`config.mk`:
```
export PLATFORM = sky130hd
export DESIGN_NAME = mem_wb_pipe
export DESIGN_NICKNAME = d
export VERILOG_FILES = /design/src/rtl/mem_wb_pipe.sv
export SDC_FILE = /design/constraint.sdc
export NUM_CORES = 1
export LEC_CHECK = 0
export CORE_MARGIN = 5
export CORE_UTILIZATION = 35
export CTS_CLUSTER_SIZE = 28
export DETAILED_ROUTE_END_ITERATION = 8
export PLACE_DENSITY = 0.81
export SETUP_SLACK_MARGIN = 0.5
export SKIP_LAST_GASP = 1
export SYNTH_ARGS = -nofsm -noshare
export SYNTH_HDL_FRONTEND = slang
export SYNTH_SLANG_ARGS = --single-unit
```
`constraint.sdc`:
```
create_clock -name clk -period 5.2 [get_ports clk]
set_input_delay 0.78 -clock clk [delete_from_list [all_inputs] [get_ports clk]]
set_output_delay 0.78 -clock clk [all_outputs]
set_load 0.005 [all_outputs]
```
`src/rtl/mem_wb_pipe.sv`:
```
// MEM->WB stage register: LANES write channels, DEPTH stages, stall/flush, x0 write
// suppression, combinational forwarding over in-flight writes and a retired-write counter.
module mem_wb_pipe #(
  parameter int DATA_W = 32,
  parameter int ADDR_W = 5,
  parameter int LANES  = 1,
  parameter int DEPTH  = 1,
  parameter int CNT_W  = 32
) (
  input  logic                      clk,
  input  logic                      rst,
  input  logic                      stall,
  input  logic                      flush,
  input  logic [LANES*ADDR_W-1:0]   mem_waddr,
  input  logic [LANES-1:0]          mem_we,
  input  logic [LANES*DATA_W-1:0]   mem_wdata,
  output logic [LANES*ADDR_W-1:0]   wb_waddr,
  output logic [LANES-1:0]          wb_we,
  output logic [LANES*DATA_W-1:0]   wb_wdata,
  input  logic [ADDR_W-1:0]         fwd_raddr,
  output logic                      fwd_hit,
  output logic [DATA_W-1:0]         fwd_data,
  output logic [CNT_W-1:0]          retire_cnt
);

  // Index 0 is S1 (youngest), DEPTH-1 is the stage driving wb_*.
  logic [LANES-1:0]        st_we   [DEPTH];
  logic [LANES*ADDR_W-1:0] st_addr [DEPTH];
  logic [LANES*DATA_W-1:0] st_data [DEPTH];

  logic [LANES-1:0] in_we;
  logic [CNT_W-1:0] retire_inc;

  always_comb begin
    in_we = '0;
    for (int unsigned l = 0; l < LANES; l++) begin
      in_we[l] = mem_we[l] && (mem_waddr[l*ADDR_W +: ADDR_W] != '0);
    end
  end

  always_comb begin
    retire_inc = '0;
    for (int unsigned l = 0; l < LANES; l++) begin
      retire_inc = retire_inc + CNT_W'(st_we[DEPTH-1][l]);
    end
  end

  always_ff @(posedge clk or posedge rst) begin
    if (rst) begin
      for (int unsigned s = 0; s < DEPTH; s++) begin
        st_we[s]   <= '0;
        st_addr[s] <= '0;
        st_data[s] <= '0;
      end
      retire_cnt <= '0;
    end else if (flush) begin
      for (int unsigned s = 0; s < DEPTH; s++) begin
        st_we[s]   <= '0;
        st_addr[s] <= '0;
        st_data[s] <= '0;
      end
      retire_cnt <= retire_cnt + retire_inc;
    end else if (!stall) begin
      st_we[0]   <= in_we;
      st_addr[0] <= mem_waddr;
      st_data[0] <= mem_wdata;
      for (int unsigned s = 1; s < DEPTH; s++) begin
        st_we[s]   <= st_we[s-1];
        st_addr[s] <= st_addr[s-1];
        st_data[s] <= st_data[s-1];
      end
      retire_cnt <= retire_cnt + retire_inc;
    end
  end

  assign wb_we    = st_we[DEPTH-1];
  assign wb_waddr = st_addr[DEPTH-1];
  assign wb_wdata = st_data[DEPTH-1];

  // Scan oldest stage/lowest lane first so the last match is the youngest write.
  always_comb begin
    fwd_hit  = 1'b0;
    fwd_data = '0;
    if (fwd_raddr != '0) begin
      for (int unsigned s = 0; s < DEPTH; s++) begin
        for (int unsigned l = 0; l < LANES; l++) begin
          if (st_we[DEPTH-1-s][l] &&
              (st_addr[DEPTH-1-s][l*ADDR_W +: ADDR_W] == fwd_raddr)) begin
            fwd_hit  = 1'b1;
            fwd_data = st_data[DEPTH-1-s][l*DATA_W +: DATA_W];
          end
        end
      end
    end
  end

endmodule
```
After elaboration in Yosys (flattened, before gate mapping)
Index checks and enable logic that the tools add are counted.
{"block": "op_classes", "add_sub_neg": 1, "n_eq_ne": 2, "mux": 12, "reduce_logical": 4}
{"cell": "$mux W32", "count": 6}
{"cell": "$add A32 B1 Y32", "count": 1}
{"cell": "$mux W5", "count": 2}
{"cell": "$reduce_bool A5 Y1", "count": 2}
{"cell": "$eq A5 B5 Y1", "count": 1}
{"cell": "$mux W1", "count": 4}
{"cell": "$logic_and A1 B1 Y1", "count": 2}
{"cell": "$ne A2 B1 Y1 const B", "count": 1}
{"block": "word_totals", "ff_bits": 70, "output_inout_bits": 103}

Depth between registers and ports, before layout
{"block": "depth", "ltp_word": 4, "depth_mapped": 7, "mapped_depth_nobuf": 5}

Worst setup path after synthesis
Ideal clock, no wire load.
{"block": "synth_path", "path_kind": "input to output", "start": "input fwd_raddr[4]", "end": "output fwd_data[10]", "arrival_ps": 1778, "t_required_ps": 4420, "path_slack_ps": 2642, "path_stages": 5, "path_cell_list": "or2_2 -> o21ai_0 -> and4_1 -> clkbuf_1 -> and2_1"}
{"block": "synth_via", "elab_chain_len": 4, "word_cells_on_any_way": 5}
{"item": "start, declared", "line": "20", "source": "input logic [ADDR_W-1:0] fwd_raddr,"}
{"item": "$eq A5 B5 Y1", "line": "88", "source": "(st_addr[DEPTH-1-s][l*ADDR_W +: ADDR_W] == fwd_raddr)) begin"}
{"item": "$logic_and A1 B1 Y1", "line": "87", "source": "if (st_we[DEPTH-1-s][l] &&"}
{"item": "$mux W32", "line": "87"}
{"item": "$mux W32 (*)", "line": "84", "source": "if (fwd_raddr != '0) begin"}
{"item": "end, declared", "line": "22", "source": "output logic [DATA_W-1:0] fwd_data,"}
Mark *: on every way between the ends. The rest lies on a longest branch, timed or not.

Worst setup path after layout
Same ends and word-level chain as after synthesis.

==> metrics.txt <==
status complete, no violations; initial antenna violation count 0; ranking of synthesized cells by area dfrtp_1 (52%), mux2i_1 (11%), xnor2_1 (7.8%), and2_1 (6.3%), nor2_1 (4.4%); Crit Path Class in -> out; syn_nets around 350; GR Util All Layers between 10% and 20%; met3 GRT Util under 10%; Syn-to-layout area delta 53.28%; Final Slew Violations 0; share of the synthesized area in the top cell type between 50 and 60%; reg2reg setup slack roughly 3200 ps; clk_lat worst skew around 330 ps; vias in the first global route approximately 2,800; main flop type after synthesis dfrtp_1; drt drc 0; DP Area slightly below 5000 um^2; Async SR Flop Fraction 100.0%; worst-margin pin slew roughly 890 ps; Post-Syn Area 3356 um^2; Vias around 2,800; layout cells sized above 1 under 10%; Worst-path clk slew approximately 80 ps; root buffer cell clkbuf_8; WL per Instance between 15 and 20 um; worst hold start retire_cnt[6]$_DFFE_PP0P_; level count of the clock H-tree 3; Worst R2R End retire_cnt[18]$_DFFE_PP0P_; CTS sink cnt 70; synth warn 0; total CTS buffers 9; vias per inst a little under 5; Worst Reg2Reg Path Length in Cells 4; Hold Crit Class reg -> reg; cts repair resizes 0; achievable frequency roughly 250 MHz; final setup vio count 0; Die Span X about 110 um; clk buf depth 2; first-pass GRT wire length about 15,000 um; hold path cells 1; setup TNS 0 ps; WP data required about 4400 ps; period utilization approximately three quarters; drt pass-1 iters 4; Avg Inst Size Synth between 10 and 15 um^2; sequential share of the synthesized area a little over half; FF-to-FF Start retire_cnt[3]$_DFFE_PP0P_; Max-slew headroom between 40% and 50%; Post CTS Setup Buffer Count 0; clk_skew 10.40 ps; Yosys reg bits 70; Final min period about 4000 ps; worst vdd ir between 0.00015 and 0.0002 V; final instance area 5144 um^2; power per cell area roughly 250 nW/um^2; I/O Buffers around 150; Cells after Synth ~300; Core Region around 9300 um^2; final net count 496; CP Launch Type input pin; RSZ-0062 raised after global routing false; CP Capture Type output port; Fin. Hold Viols 0; # rows 35; die area ~12,000 um^2; largest net degree at the start of global routing between 40 and 50; n_diodes 0; gr busiest metal met2; Crit Path Max Fanout 33; hold bufs inserted after CTS 0; DR iter-0 viols 86; max-cap violations 0; Detail Placement HPWL between 7000 and 8000 um; Routed Antenna Nets 0; number of synthesized flops with an enable pin 0; Detailed Route WL between 9000 and 10,000 um; total power 1.298 mW; WHS Endpoint retire_cnt[6]$_DFFE_PP0P_; die height between 100 and 150 um; Netlist cell types 32; fill count ~800; Final GP Congestion around 0.79; Initial Util between 30% and 40%; GRT overflow 0; met2 Track Usage GR between 20% and 30%; WP data arrival 3170 ps; CTS tree built; met1 Use GR approximately a fifth; IO Count 150; Leakage approximately 2.3 nW; largest area contributor in the netlist dfrtp_1
synth_stat cells, types with 3 or more instances:
master    number
xnor2_1       30
and2_1        34
xor2_1         4
mux2i_1       37
and3_1         5
nand3_1        8
dfrtp_1       70
nand2_1        7
clkbuf_1       7
nor2_1        39
and3_2         3
buf_2          6
inv_1          4
and4_1         6
nand4_1       20
registers in the layout, indices dropped and copies added (netlist names):
| register | cells |
|---|---|
| wb_wdata | 32 |
| wb_waddr | 5 |
| retire_cnt | 32 |
| wb_we | 1 |
layer usage:
metal | share of wire [%] | vias to the layer above
met2 | 47 | 116
met4 | 1.6 | 0
met1 | 43 | 1364
met3 | 7.7 | 11
li1 | - | 1314
met5 | 0 | -
critical path: stages:
cell and delay (ps):
clkdlybuf4s50_1 410, or2_2 290, o21ai_0 130, and4_1 800, and2_1 240, clkdlybuf4s50_1 520
layout make-up:
cell class / instances / area [um^2] / share of cell area [%]
flip-flops and latches: 70 / 1752 / 34.05
repair buffers: 152 / 1509 / 29.34
multi-input cells: 210 / 1483 / 28.83
well taps: 129 / 161.4 / 3.138
clock buffers: 11 / 141.4 / 2.749
clock inverters: 5 / 82.58 / 1.605
inverters: 4 / 15.01 / 0.2919
worst max-delay path by stage:
stage | startpoint | to | slack, ps | depth (start not counted)
after floorplan | fwd_raddr[4] | fwd_data[10] | 2640 | 5
after detailed placement | fwd_raddr[4] | fwd_data[10] | 1220 | 6
final | fwd_raddr[4] | fwd_data[10] | 1250 | 6
after global placement | fwd_raddr[4] | fwd_data[15] | 1300 | 6
after CTS | fwd_raddr[4] | fwd_data[10] | 1220 | 6
after global routing | fwd_raddr[4] | fwd_data[15] | 1000 | 6
stage by stage:
stage                     util (%)  hold slack, ps  cells  worst slack [ps]
after floorplan                  -           468.2    304              2642
after global placement       52.99           465.0    565              1300
after detailed placement     52.99           490.3    565              1223
after CTS                    55.40           505.1    581              1217
after global routing         55.40           533.9    581             998.0
final                        55.40           499.8    581              1245
cells by family after synthesis:
logic type	synth area share [%]
AND/OR/NAND/NOR	22.33
flip-flops	52.20
multiplexers	11.71
XOR/XNOR	8.874
buffers and inverters	3.617
AO/OA/AOI/OAI	0.5218
adder cells (fa/ha/maj)	0.7456
layout by cell type, fill, tap and decap left out, types with 4 or more instances in the layout:
master / n
nand2_1: 7
mux2i_1: 37
xor2_1: 4
and4_1: 6
clkbuf_8: 10
xnor2_1: 30
and2_1: 34
clkdlybuf4s50_1: 148
dfrtp_1: 70
and3_1: 5
nand4_1: 20
nand3_1: 8
nor2_1: 39
power breakdown:
| part | switching, mW | total, mW | internal, mW |
|---|---|---|---|
| Sequential | 0.0336 | 0.611 | 0.578 |
| Clock | 0.205 | 0.490 | 0.285 |
| Combinational | 0.0754 | 0.197 | 0.122 |
Power figures use the tool's default switching activity.
